File: src/rtl/timer_pkg.sv
// Shared definitions for the arbitrated prescaled countdown timer:
// FSM state encodings, a constant clog2 and the clock-to-tick divider.

`ifndef TIMER_DIV
`define TIMER_DIV(clk_hz, tick_hz) ((clk_hz) / (tick_hz))
`endif

package timer_pkg;

    typedef enum logic [1:0] {
        IDLE = 2'd0,
        RUN  = 2'd1,
        DONE = 2'd2
    } state_e;

    // Ceiling log2, usable in constant expressions; clog2(1) = 0.
    function automatic int clog2(input int value);
        int r;
        r = 0;
        for (int i = 0; i < 31; i++) begin
            if ((1 << i) < value) begin
                r = i + 1;
            end
        end
        return r;
    endfunction

endpackage

File: src/rtl/rr_arbiter.sv
// Combinational round-robin picker: the first set request found scanning
// upward from rr_ptr, wrapping modulo N_REQ. Outputs one-hot and index forms.

module rr_arbiter
    import timer_pkg::*;
#(
    parameter int N_REQ = 4,
    parameter int IW    = clog2(N_REQ)
) (
    input  logic [N_REQ-1:0] req,
    input  logic [IW-1:0]    rr_ptr,
    output logic [N_REQ-1:0] win,
    output logic [IW-1:0]    win_idx
);

    // Rotate so that bit 0 of req_rot is the requester rr_ptr points at.
    logic [2*N_REQ-1:0] req_dbl;
    logic [N_REQ-1:0]   req_rot;
    logic [IW:0]        sum;
    logic               found;

    assign req_dbl = {req, req};
    assign req_rot = N_REQ'(req_dbl >> rr_ptr);

    // Lowest set bit of the rotated vector, mapped back to an absolute index.
    always_comb begin
        found   = 1'b0;
        sum     = '0;
        win_idx = '0;
        for (int k = 0; k < N_REQ; k++) begin
            if (!found && req_rot[k]) begin
                found = 1'b1;
                sum   = {1'b0, rr_ptr} + (IW+1)'(k);
                if (sum >= (IW+1)'(N_REQ)) begin
                    sum = sum - (IW+1)'(N_REQ);
                end
                win_idx = sum[IW-1:0];
            end
        end
        win = found ? (N_REQ'(1) << win_idx) : '0;
    end

endmodule

File: src/rtl/shared_timer_arb.sv
// One prescaled countdown timer shared by N_REQ requesters. An idle timer is
// granted round-robin; the owner's delay (in ticks) counts down and the owner
// gets a one-cycle done pulse on expiry. Dropping req while owning aborts.

module shared_timer_arb
    import timer_pkg::*;
#(
    parameter int CLK_HZ  = 50_000_000,
    parameter int TICK_HZ = 1000,
    parameter int N_REQ   = 4,
    parameter int CNT_W   = 16
) (
    input  logic                   clk,
    input  logic                   clr,
    input  logic [N_REQ-1:0]       req,
    input  logic [N_REQ*CNT_W-1:0] dly,
    output logic [N_REQ-1:0]       gnt,
    output logic [N_REQ-1:0]       done,
    output logic                   busy,
    output logic                   tick
);

    localparam int DIV = `TIMER_DIV(CLK_HZ, TICK_HZ);
    localparam int PW  = clog2(DIV);
    localparam int IW  = clog2(N_REQ);

    // Reject parameter sets the timer cannot honour at elaboration time.
    generate
        if (DIV < 2 || (CLK_HZ % TICK_HZ) != 0) begin : g_bad_div
            $error("shared_timer_arb: CLK_HZ/TICK_HZ must be an integer >= 2");
        end
        if (N_REQ < 2 || N_REQ > 8) begin : g_bad_nreq
            $error("shared_timer_arb: N_REQ must be in 2..8");
        end
    endgenerate

    state_e             state_q;
    logic [PW-1:0]      presc_q;
    logic [CNT_W-1:0]   cnt_q;
    logic [IW-1:0]      rr_ptr_q;
    logic [IW-1:0]      owner_q;
    logic [N_REQ-1:0]   gnt_q;
    logic [N_REQ-1:0]   done_q;
    logic               busy_q;

    logic [CNT_W-1:0]   dly_arr [N_REQ];
    logic [N_REQ-1:0]   win;
    logic [IW-1:0]      win_idx;
    logic [IW-1:0]      rr_ptr_d;
    logic               req_own;
    logic               tick_w;

    // Split the flat delay bus into one slice per requester.
    genvar gi;
    generate
        for (gi = 0; gi < N_REQ; gi++) begin : g_dly
            assign dly_arr[gi] = dly[gi*CNT_W +: CNT_W];
        end
    endgenerate

    rr_arbiter #(
        .N_REQ (N_REQ),
        .IW    (IW)
    ) u_arb (
        .req     (req),
        .rr_ptr  (rr_ptr_q),
        .win     (win),
        .win_idx (win_idx)
    );

    // Next search starts just past the winner.
    assign rr_ptr_d = (win_idx == IW'(N_REQ-1)) ? '0 : win_idx + IW'(1);
    assign req_own  = req[owner_q];

    // Tick fires on the last prescaler count of a live, unexpired run only.
    assign tick_w = (state_q == RUN) && req_own && (cnt_q != '0)
                    && (presc_q == PW'(DIV-1));

    // Arbitration, prescaler, countdown and owner outputs in one FSM.
    always_ff @(posedge clk) begin
        if (clr) begin
            state_q  <= IDLE;
            presc_q  <= '0;
            cnt_q    <= '0;
            rr_ptr_q <= '0;
            owner_q  <= '0;
            gnt_q    <= '0;
            done_q   <= '0;
            busy_q   <= 1'b0;
        end else begin
            done_q <= '0;
            case (state_q)
                IDLE: begin
                    if (|req) begin
                        state_q  <= RUN;
                        gnt_q    <= win;
                        busy_q   <= 1'b1;
                        owner_q  <= win_idx;
                        cnt_q    <= dly_arr[win_idx];
                        presc_q  <= '0;
                        rr_ptr_q <= rr_ptr_d;
                    end
                end
                RUN: begin
                    if (!req_own) begin
                        state_q <= IDLE;
                        gnt_q   <= '0;
                        busy_q  <= 1'b0;
                    end else if (cnt_q == '0) begin
                        state_q <= DONE;
                        gnt_q   <= '0;
                        done_q  <= gnt_q;
                    end else if (tick_w) begin
                        presc_q <= '0;
                        cnt_q   <= cnt_q - CNT_W'(1);
                    end else begin
                        presc_q <= presc_q + PW'(1);
                    end
                end
                DONE: begin
                    state_q <= IDLE;
                    busy_q  <= 1'b0;
                end
                default: begin
                    state_q <= IDLE;
                    gnt_q   <= '0;
                    busy_q  <= 1'b0;
                end
            endcase
        end
    end

    assign gnt  = gnt_q;
    assign done = done_q;
    assign busy = busy_q;
    assign tick = tick_w;

endmodule

File: config.mk
export PLATFORM = sky130hd
export DESIGN_NAME = shared_timer_arb
export DESIGN_NICKNAME = d
export VERILOG_FILES = /design/src/rtl/timer_pkg.sv /design/src/rtl/rr_arbiter.sv /design/src/rtl/shared_timer_arb.sv
export SDC_FILE = /design/constraint.sdc
export NUM_CORES = 1
export LEC_CHECK = 0
export BUFFER_PORTS_ARGS = -buffer_cell sky130_fd_sc_hd__buf_2
export CAP_MARGIN = 20
export CORE_ASPECT_RATIO = 1.5
export CORE_MARGIN = 3
export CORE_UTILIZATION = 50
export DETAILED_ROUTE_END_ITERATION = 10
export PLACE_DENSITY = 0.86
export SLEW_MARGIN = 30
export SYNTH_ARGS = -nofsm -noshare
export SYNTH_HDL_FRONTEND = slang
export SYNTH_SLANG_ARGS = --single-unit
File: constraint.sdc
create_clock -name clk -period 3.1 [get_ports clk]
set_input_delay 0 -clock clk [delete_from_list [all_inputs] [get_ports clk]]
set_output_delay 0 -clock clk [all_outputs]
set_load 0.05 [all_outputs]
==> impl_summary.log <==
INFO  metric status = finished, final reports clean
INFO  metric clkSlewWorstSetupHoldPaths = 0.09 ns
INFO  metric remaining_drc_errors = 0
INFO  metric synth.largest_area_cell = sky130_fd_sc_hd__dfxtp_1
INFO  metric synth_enable_flop_cells = 0
INFO  metric syn-num-nets = 436
INFO  metric post-route-min-period = ~2.7 ns
INFO  metric via_per_inst = just over 6
INFO  metric cts_hold_buf = 0
INFO  metric count_of_state_elements_after_synthesis = 47
INFO  metric worstPathCellList = nor2b_1 > a211o_1 > nand2_1 > inv_2 > mux2i_1 > a2111oi_0 > a211o_1
INFO  metric synthFlopType = sky130_fd_sc_hd__dfxtp_1
INFO  metric cts_max_path_buffers = 2
INFO  metric finalSetupViolCount = 0
INFO  metric vdd.ir_drop.worst = 0.242 mV
INFO  metric cts.root.buffer_cell = sky130_fd_sc_hd__clkbuf_8
INFO  metric grt_setup_unrepaired = no
INFO  metric synth-seq-area-share = 0.317
INFO  metric numCtsBuffers = 5
INFO  metric period_share = 0.871
INFO  metric synthDominantCellAreaShare = 0.317
INFO  metric synthDistinctLibCells = 62
INFO  metric cpLargestDelayFamily = compound AO/OA/AOI/OAI gates
INFO  metric hold_ws = around 0.13 ns
INFO  metric grt_first_pass_wirelength = 13.6 mm
INFO  metric cts_resized = 0
INFO  metric clock_tree_from_tritoncts = built
INFO  metric fp.dieH = 100 microns
INFO  metric tightest_slew = 0.763 ns
INFO  metric hold_viol = 0
INFO  metric ant_nets = 0
INFO  metric synthCells = approximately 360
INFO  metric htree_num_levels = 2
INFO  metric place.gp.congestion = 1.00
INFO  metric worstPathBufferInverterCount = 1
INFO  metric clock_latency_reported_for_the_late_side_of_the_worst_skew_pair = about 0.3 ns
INFO  metric clock_tree_sinks = 47
INFO  metric static-leakage-power = between 1 and 1.5 nW
INFO  metric grt_pass1_vias = 2913
INFO  metric grt-ovfl-total = 0
INFO  metric cap_viol_max_count = 0
INFO  metric worstHoldStart = dly[39]
INFO  metric postSynth.asyncResetShare = 0
INFO  metric post_route_cells_drive_above_1_share = 0.240
INFO  metric final_util = 0.623
INFO  metric top_level_ports = 80
INFO  metric wirelength = 8.32 mm
INFO  metric io_buffer_count = 79
INFO  metric post-cts-setup-buffers = 0
INFO  metric chip_width = between 60 and 70 microns
INFO  metric timing.fmax = 370 MHz
INFO  metric synth.yosys.warnings = 0
INFO  metric timing.setup.tns = 0 ns
INFO  metric worst-endpoint-arrival = roughly 3 ns
INFO  metric post_synth_most_frequent_cells = 47 x sky130_fd_sc_hd__dfxtp_1, 36 x sky130_fd_sc_hd__nor2_1, 32 x sky130_fd_sc_hd__nand2_1
INFO  metric grt_max_degree = 28
INFO  metric place.detailed.hpwl = between 6 and 7 mm
INFO  metric design.die.area = ~6900 sq um
INFO  metric timing.critical_path.required = 3.34 ns
INFO  metric floorplan.initialDensity = 0.529
INFO  metric synth.top_cells.by_area = sky130_fd_sc_hd__dfxtp_1 32%, sky130_fd_sc_hd__mux2i_1 6.1%, sky130_fd_sc_hd__nor2_1 4.6%, sky130_fd_sc_hd__nand2_1 4.0%, sky130_fd_sc_hd__a21oi_1 3.0%
INFO  metric setup.worst_path.class = flip-flop to flip-flop
INFO  metric power_density = about 550 nW/um^2
INFO  metric fp.coreArea = 5620 sq um
INFO  metric finish.net_count = 506
INFO  metric finalClockSkew = 0.00858 ns
INFO  metric startpoint_type = flip-flop
INFO  metric synth_most_common_cell = sky130_fd_sc_hd__dfxtp_1
INFO  metric grt.total_usage = 0.253
INFO  metric fillCellCount = around 520
INFO  metric drt-pass1-iter-count = 5
INFO  metric library_cell_appearing_most_often_on_the_critical_path = sky130_fd_sc_hd__a211o_1
INFO  metric timing.rr.start = rr_ptr_q[0]$_SDFFE_PP0P_
INFO  metric via_count = a little over 3000
INFO  metric hold_path_class = primary input to flip-flop
INFO  metric syn_to_final_growth = 18.0%
INFO  metric crit_path_start = rr_ptr_q[0]$_SDFFE_PP0P_
INFO  metric wl_per_cell = ~17 microns
INFO  metric fp-row-count = 33
INFO  metric headroom_to_the_max_slew_limit = 0.478
INFO  metric maximum_fanout_encountered_on_the_critical_timing_path = 24
INFO  metric cp-end-kind = flip-flop
INFO  metric worst_path_max_delay_cell = sky130_fd_sc_hd__a2111oi_0
INFO  metric slew_violations = 0
INFO  metric syn_area_per_cell = about 8.2 sq um
INFO  metric antenna-diode-count = 0
INFO  metric post_synth_instance_area = 2970 sq um
INFO  metric drtIter0Drc = 228
INFO  metric number_of_antenna_violations_at_the_first_check_in_global_routing = 0
INFO  metric cp_slowest_stage_delay = 0.75 ns
report_power, final:
group / leakage [nW] / switching, mW / total (mW) / internal (mW)
clock: 0.0581 / 0.210 / 0.451 / 0.240
combinational: 1.03 / 0.437 / 0.719 / 0.283
sequential: 0.384 / 0.0756 / 0.745 / 0.670
layer usage:
layer	GRT usage	vias to the layer above	routed length, microns
met5	0	-	0
met4	0.119	0	313
met3	0.0392	34	333
met2	0.441	94	4490
met1	0.290	1441	3190
li1	-	1494	-
worst register-to-register path, cell delays in order (launching register included):
cell and delay, ns:
sky130_fd_sc_hd__dfxtp_1 0.34, sky130_fd_sc_hd__nor2b_1 0.20, sky130_fd_sc_hd__a211o_1 0.35, sky130_fd_sc_hd__nand2_1 0.14
sky130_fd_sc_hd__inv_2 0.49, sky130_fd_sc_hd__mux2i_1 0.19, sky130_fd_sc_hd__a2111oi_0 0.75, sky130_fd_sc_hd__a211o_1 0.19
cell usage in the layout, fill, tap and decap left out, types with 4 or more instances in the layout:
| master | synthesis | final |
|---|---|---|
| sky130_fd_sc_hd__and3_1 | 13 | 13 |
| sky130_fd_sc_hd__ha_1 | 4 | 4 |
| sky130_fd_sc_hd__a2111oi_0 | 4 | 4 |
| sky130_fd_sc_hd__nor4_1 | 5 | 5 |
| sky130_fd_sc_hd__mux2i_1 | 18 | 18 |
| sky130_fd_sc_hd__xnor2_1 | 9 | 9 |
| sky130_fd_sc_hd__and2_1 | 11 | 11 |
| sky130_fd_sc_hd__a22oi_1 | 5 | 5 |
| sky130_fd_sc_hd__a211oi_1 | 11 | 11 |
| sky130_fd_sc_hd__clkbuf_8 | 0 | 5 |
| sky130_fd_sc_hd__nand4_1 | 8 | 8 |
| sky130_fd_sc_hd__a21o_1 | 4 | 4 |
| sky130_fd_sc_hd__nor2_1 | 36 | 36 |
| sky130_fd_sc_hd__xor2_1 | 6 | 6 |
| sky130_fd_sc_hd__a21oi_1 | 18 | 18 |
| sky130_fd_sc_hd__nand2_1 | 32 | 32 |
| sky130_fd_sc_hd__buf_2 | 8 | 79 |
| sky130_fd_sc_hd__o21ai_0 | 7 | 7 |
| sky130_fd_sc_hd__nand2b_1 | 4 | 4 |
| sky130_fd_sc_hd__inv_1 | 7 | 7 |
| sky130_fd_sc_hd__nand3_1 | 15 | 15 |
| sky130_fd_sc_hd__a211o_1 | 8 | 8 |
| sky130_fd_sc_hd__dfxtp_1 | 47 | 47 |
| sky130_fd_sc_hd__nor3_1 | 18 | 18 |
| sky130_fd_sc_hd__a31oi_1 | 4 | 4 |
path summary, 6_finish.rpt:
check	to	slack (ns)	depth (start not counted)
max	cnt_q[14]$_SDFFE_PP0P_	0.40	7
min	cnt_q[7]$_SDFFE_PP0P_	0.13	4
max reg2reg	cnt_q[14]$_SDFFE_PP0P_	0.40	7
min reg2reg	owner_q[0]$_SDFFE_PP0P_	0.48	2
metrics by stage:
| step | total power [mW] | setup WS, ns | area [sq um] | cells |
|---|---|---|---|---|
| 2_1_floorplan | 1.27 | 0.636 | 2970 | 362 |
| 3_3_place_gp | 1.45 | 0.477 | 3390 | 495 |
| 3_5_place_dp | 1.46 | 0.380 | 3390 | 495 |
| 4_1_cts | 1.91 | 0.355 | 3500 | 503 |
| 5_1_grt | 2.03 | 0.250 | 3500 | 503 |
| 6_report | 1.92 | 0.400 | 3500 | 503 |
cell type report:
type,instances,area (sq um),area share
multi-input combinational,288,1910,0.546
tap,70,87.6,0.0250
inverter,8,30.0,0.00858
clock buffer,5,68.8,0.0197
sequential,47,941,0.269
clock inverter,3,43.8,0.0125
timing repair buffer,82,418,0.119
cells by family after synthesis:
group                      share of synthesized area
buffers and inverters                         0.0388
AOI/OAI and AO/OA                              0.223
and+or+nand+nor                                0.288
adders and majority gates                     0.0169
DFF                                            0.317
muxes                                         0.0721
xor gates and xnor gates                      0.0443
sequential cells by signal, summed over array words and instances, names as in the netlist:
signal	flops
done	4
gnt	4
cnt_q	16
rr_ptr_q	2
state_q	2
busy	1
owner_q	2
presc_q	16
Note: power is estimated with default switching activity, not from simulation.
